### config.mk
export PLATFORM = sky130hd
export DESIGN_NAME = if_fetch
export DESIGN_NICKNAME = d
export VERILOG_FILES = /design/src/rtl/if_fetch.sv
export SDC_FILE = /design/constraint.sdc
export NUM_CORES = 1
export LEC_CHECK = 0
export ABC_AREA = 1
export BUFFER_PORTS_ARGS = -buffer_cell sky130_fd_sc_hd__buf_2
export CAP_MARGIN = 20
export CORE_ASPECT_RATIO = 0.6
export CORE_MARGIN = 3
export CORE_UTILIZATION = 56
export CTS_CLUSTER_DIAMETER = 60
export CTS_CLUSTER_SIZE = 25
export DETAILED_ROUTE_END_ITERATION = 8
export GPL_TIMING_DRIVEN = 1
export PLACE_DENSITY_LB_ADDON = 0.3
export RECOVER_POWER = 50
export REMOVE_ABC_BUFFERS = 1
export SYNTH_ARGS = -nofsm -noshare
export SYNTH_HDL_FRONTEND = slang
export SYNTH_SLANG_ARGS = --single-unit
### constraint.sdc
create_clock -name clk -period 2.9 [get_ports clk]
set_input_delay 0.145 -clock clk [delete_from_list [all_inputs] [get_ports clk]]
set_output_delay 0.145 -clock clk [all_outputs]
set_load 0.02 [all_outputs]
### src/rtl/if_fetch.sv
// rtl/if_fetch.sv - RISC-V IF stage: PC, four-byte instruction fetch, IF/ID hand-off.
// Optional direct-mapped I-cache compiled in with `define ICACHE_EN.
module if_fetch #(
   parameter logic [31:0] START_PC     = 32'h0000_0000,
   parameter int          ICACHE_LINES = 128
) (
   input  logic        clk,
   input  logic        rst,
   input  logic [5:0]  stall,
   input  logic        branch_flag,
   input  logic [31:0] branch_target,
   output logic        mem_req,
   output logic [31:0] mem_addr,
   input  logic        mem_valid,
   input  logic [7:0]  mem_rdata,
   output logic        if_flag,
   output logic [31:0] if_pc,
   output logic [31:0] if_inst,
   output logic        stall_req
);

   typedef enum logic [2:0] {S_IDLE, S_B0, S_B1, S_B2, S_B3, S_DONE} state_t;

   state_t      r_state;
   logic [31:0] r_pc;
   logic [23:0] r_buf;
   logic        w_unused_stall;

   assign w_unused_stall = ^stall[5:2];

`ifdef ICACHE_EN
   localparam int IDX_W = $clog2(ICACHE_LINES);
   localparam int TAG_W = 30 - IDX_W;

   logic [ICACHE_LINES-1:0] r_cvalid;
   logic [TAG_W-1:0]        r_ctag  [ICACHE_LINES];
   logic [31:0]             r_cdata [ICACHE_LINES];
   logic [IDX_W-1:0]        w_idx;
   logic [TAG_W-1:0]        w_tag;
   logic                    w_hit;
   logic                    w_fill;

   assign w_idx  = r_pc[IDX_W+1:2];
   assign w_tag  = r_pc[31:IDX_W+2];
   assign w_hit  = r_cvalid[w_idx] && (r_ctag[w_idx] == w_tag);
   assign w_fill = !rst && !branch_flag && (r_state == S_B3) && mem_valid;

   always_ff @(posedge clk) begin
      if (rst)
         r_cvalid <= '0;
      else if (w_fill)
         r_cvalid[w_idx] <= 1'b1;
   end

   always_ff @(posedge clk) begin
      if (w_fill) begin
         r_ctag[w_idx]  <= w_tag;
         r_cdata[w_idx] <= {mem_rdata, r_buf};
      end
   end
`else
   localparam int unused_icache_lines = ICACHE_LINES;
`endif

   always_ff @(posedge clk) begin
      if (rst) begin
         r_state   <= S_IDLE;
         r_pc      <= START_PC;
         r_buf     <= '0;
         mem_req   <= 1'b0;
         mem_addr  <= '0;
         if_flag   <= 1'b0;
         if_pc     <= '0;
         if_inst   <= '0;
         stall_req <= 1'b0;
      end else if (branch_flag) begin
         // Redirect wins over everything: partial buffer, pending byte and transfer are dropped.
         r_state   <= S_IDLE;
         r_pc      <= branch_target;
         mem_req   <= 1'b0;
         if_flag   <= 1'b0;
         stall_req <= 1'b0;
      end else begin
         case (r_state)
            S_IDLE: begin
               if (!stall[0]) begin
`ifdef ICACHE_EN
                  if (w_hit) begin
                     r_state <= S_DONE;
                     if_flag <= 1'b1;
                     if_inst <= r_cdata[w_idx];
                     if_pc   <= r_pc + 32'd4;
                  end else
`endif
                  begin
                     r_state   <= S_B0;
                     mem_req   <= 1'b1;
                     mem_addr  <= r_pc;
                     stall_req <= 1'b1;
                  end
               end
            end
            S_B0: begin
               if (mem_valid) begin
                  r_buf[7:0] <= mem_rdata;
                  r_state    <= S_B1;
                  mem_addr   <= r_pc + 32'd1;
               end
            end
            S_B1: begin
               if (mem_valid) begin
                  r_buf[15:8] <= mem_rdata;
                  r_state     <= S_B2;
                  mem_addr    <= r_pc + 32'd2;
               end
            end
            S_B2: begin
               if (mem_valid) begin
                  r_buf[23:16] <= mem_rdata;
                  r_state      <= S_B3;
                  mem_addr     <= r_pc + 32'd3;
               end
            end
            S_B3: begin
               if (mem_valid) begin
                  r_state   <= S_DONE;
                  mem_req   <= 1'b0;
                  stall_req <= 1'b0;
                  if_flag   <= 1'b1;
                  if_inst   <= {mem_rdata, r_buf};
                  if_pc     <= r_pc + 32'd4;
               end
            end
            S_DONE: begin
               // Outputs hold while IF/ID is stopped; otherwise hand off and move on.
               if (!stall[1]) begin
                  if_flag <= 1'b0;
                  r_pc    <= r_pc + 32'd4;
                  if (stall[0]) begin
                     r_state <= S_IDLE;
                  end else begin
                     r_state   <= S_B0;
                     mem_req   <= 1'b1;
                     mem_addr  <= r_pc + 32'd4;
                     stall_req <= 1'b1;
                  end
               end
            end
            default: r_state <= S_IDLE;
         endcase
      end
   end

endmodule

==> run_results.csv <==
group,metric,value,unit
outcome,status,"finished, final reports clean",
synth,synth.area.mux_share,0,%
synth,async_flop_share,0,%
critical_path,arrival,2.95,ns
layout,multi_input_area,4470,µm²
timing,layout_min_cycle_time,2.63,ns
grt,grt_antenna_before_repair,1,
layout,seq_area,3140,µm²
timing,finalHoldViolations,0,
timing,period_share,90.7,%
grt,grt-busiest-layer,"met1",
critical_path,cp_slowest_stage_delay,0.50,ns
clock_tree,cts_resized,0,
critical_path,cp_max_fo,6,
placement,port-buffer-count,144,
routing,routed_wl,27.3,mm
clock_tree,cts_tree,"built",
clock_tree,path_clk_slew,0.07,ns
placement,dpl_worst_slack,0.447,ns
synth,yosys.area_share.simple,34.9,%
grt,grtUsageTotal,33.4,%
timing,whs,0.0115,ns
layout,nets,1469,
pwr,p_leak,4.11,nW
synth,syn_area,8260,µm²
die,core,14000,µm²
critical_path,path_class,"flip-flop to flip-flop",
grt,met3_usage,7.34,%
clock_tree,cts.sinks,157,
pwr,vdd_drop_max,378,µV
routing,via_count,9194,
synth,synth_top_family_by_area,"simple AND/OR/NAND/NOR gates",
routing,avgRoutedWirePerCell,16.8,µm
clock_tree,root_buffer,"clkbuf_16",
timing,clock_skew,0.0109,ns
timing,relSlewSlack,6.14,%
grt,gr-total-overflow,0,
timing,tightest_slew,1.41,ns
clock_tree,clock_path_buffers,2,
die,ioPinCount,149,
run,maxCapViolCount,0,
clock_tree,h-tree-depth,4,
critical_path,cp_cell_sequence,"inv_1 -> nor2_1 -> inv_1 -> fa_1 -> inv_1 -> o21ai_0 -> a21oi_1 -> inv_1 -> o21ai_0 -> o211ai_1 -> o211ai_1 -> inv_1",
die,die_y,100,µm
grt,grt_pass1_vias,8126,
synth,netlist_instances,1271,
layout,area_growth,18.7,%
critical_path,path_buf_inv,5,
grt,grt_pass1_wl,43.3,mm
pwr,p_per_area,529,nW/µm²
critical_path,path_delay_family,"compound AO/OA/AOI/OAI gates",
synth,synth_compound_area_share,16.4,%
critical_path,worstPathRequired,3.22,ns
grt,gr-usage-met2,46.0,%
layout,drive_above_1_share,9.31,%
die,initial_utilization,58.9,%
critical_path,cp_common_cell,"inv_1",
timing,setup_violations,0,
synth,synth-edff-count,0,
critical_path,start_kind,"flip-flop",
timing,drv_slew,0,
critical_path,crit_path_end_kind,"flip-flop",
synth,yosysWarnings,0,
grt,use_met1,52.8,%
synth,synth.distinct_cells,44,
synth,syn_area_per_cell,6.50,µm²
grt,grt_max_degree,71,
timing,clock.fmax,380,MHz
synth,synth_xor_area_share,1.98,%
layout,nFillCells,1313,
routing,routed_via_density,5.67,
synth,ys_ff_latch,157,
synth,synthAdderAreaFrac,0.697,%
synth,synth_top_flop_cell,"dfxtp_1",
die,dieArea,16300,µm²
clock_tree,insertion_delay,0.44,ns
timing,rsz0062_at_grt,"false",
clock_tree,numCtsBuffers,17,
routing,dr.pass1.iters,6,
timing,setup_ws,0.271,ns
min_path,worstHoldPathType,"input port to flip-flop",
die,std_cell_rows,33,
routing,antenna_left,0,
placement,dp.final_hpwl,19.0,mm
synth,seq_area_frac_synth,38.0,%
die,dieWidth,163,µm
routing,drc,0,
routing,drt_iter0_drc,1238,
placement,gp_congestion,0.987,
critical_path,worst_path_max_delay_cell,"fa_1",
[layout by cell type (no fill, tap or decap), types with 4 or more instances in the layout]
| cell type | count |
|---|---|
| o2111ai_1 | 4 |
| dfxtp_1 | 157 |
| nand4_1 | 13 |
| and2_1 | 9 |
| nor3_1 | 6 |
| buf_2 | 44 |
| a211oi_1 | 5 |
| xor2_1 | 13 |
| inv_6 | 4 |
| nor2_2 | 14 |
| o21ai_0 | 119 |
| nand2_1 | 300 |
| o211ai_1 | 7 |
| inv_8 | 5 |
| o21ai_1 | 8 |
| nor2_1 | 230 |
| nand2_2 | 9 |
| a31oi_1 | 31 |
| nor2_4 | 7 |
| clkbuf_1 | 104 |
| nand3_1 | 86 |
| a21oi_1 | 62 |
| dlygate4sd3_1 | 23 |
| clkbuf_16 | 17 |
| inv_1 | 94 |
| buf_4 | 14 |
[synth_stat cells (4+ instances only)]
library cell,instances,area (µm²)
buf_2,23,115
nand2_1,299,1120
xor2_1,13,114
nand2_2,10,62.6
o2111ai_1,4,35.0
nand3_1,86,430
dfxtp_1,157,3140
clkbuf_1,35,131
nor3_1,6,30.0
o21ai_1,8,40.0
a211oi_1,5,37.5
inv_1,94,353
a21oi_1,62,310
nor2_1,231,867
o211ai_1,7,52.6
o21ai_0,119,596
nand4_1,13,81.3
nor2_2,13,81.3
a31oi_1,31,194
nor2_4,7,78.8
and2_1,9,56.3
[timing repair]
action                     4_1_cts  5_1_grt
hold buffers                    23        0
setup buffers                    0        0
setup endpoints to repair        0        0
hold endpoints to repair        23        0
[flip-flops by register name, summed over array words and instances, names as in the netlist]
name / cells
if_flag: 1
r_buf: 24
if_inst: 32
mem_addr: 32
if_pc: 32
r_state: 3
r_pc: 32
mem_req: 1
[cell families after synthesis]
logic type	count (synthesis)
simple gates	682
buf+inv	163
flops	157
compound gates	248
fa+ha+maj	4
xor+xnor	17
[layout make-up]
type | instances | share of cell area [%]
flip-flops and latches | 157 | 32.1
clock buffers | 18 | 4.38
inverters | 100 | 3.83
well taps | 192 | 2.45
clock inverters | 14 | 1.51
multi-input cells | 951 | 45.6
diodes | 1 | 0.0255
repair buffers | 188 | 10.2
[worst paths after layout]
path | endpoint | from | cells after the start | slack, ns
max | mem_addr[20] | r_state[1] | 12 | 0.27
min reg2reg | mem_addr[27] | mem_addr[27] | 2 | 0.47
min | r_pc[6] | branch_target[6] | 5 | 0.01
max reg2reg | mem_addr[20] | r_state[1] | 12 | 0.27
[where the power goes]
group / internal (mW) / switching [mW]
Sequential: 2.24 / 0.0885
Combinational: 0.205 / 0.440
Clock: 1.15 / 1.06
[per-layer routing]
metal	part of all wire [%]	wire, µm	up-vias
met5	0	0	-
met4	1.4	377	0
met3	11	3120	41
met2	39	10700	505
met1	48	13100	4210
li1	-	-	4438
[tightest hold or removal path: cells and delay by family]
kind | cells | cell delay (ns)
buffers and inverters | 2 | 0.12
AND/OR/NAND/NOR | 2 | 0.10
AO/OA/AOI/OAI | 1 | 0.06
[through the flow]
| step | cell area (µm²) | util [%] | setup TNS, ns | power [mW] | std cells |
|---|---|---|---|---|---|
| 3_5_place_dp | 9120 | 64.9 | 0 | 2.98 | 1564 |
| 4_1_cts | 9920 | 70.7 | 0 | 5.19 | 1619 |
| 5_1_grt | 9800 | 69.8 | 0 | 5.37 | 1621 |
| 3_3_place_gp | 9120 | 64.9 | 0 | 2.97 | 1564 |
| 2_1_floorplan | 7980 | - | -77.39 | 2.71 | 1208 |
| 6_report | 9800 | 69.8 | 0 | 5.19 | 1621 |
Note: power is estimated with default switching activity, not from simulation.
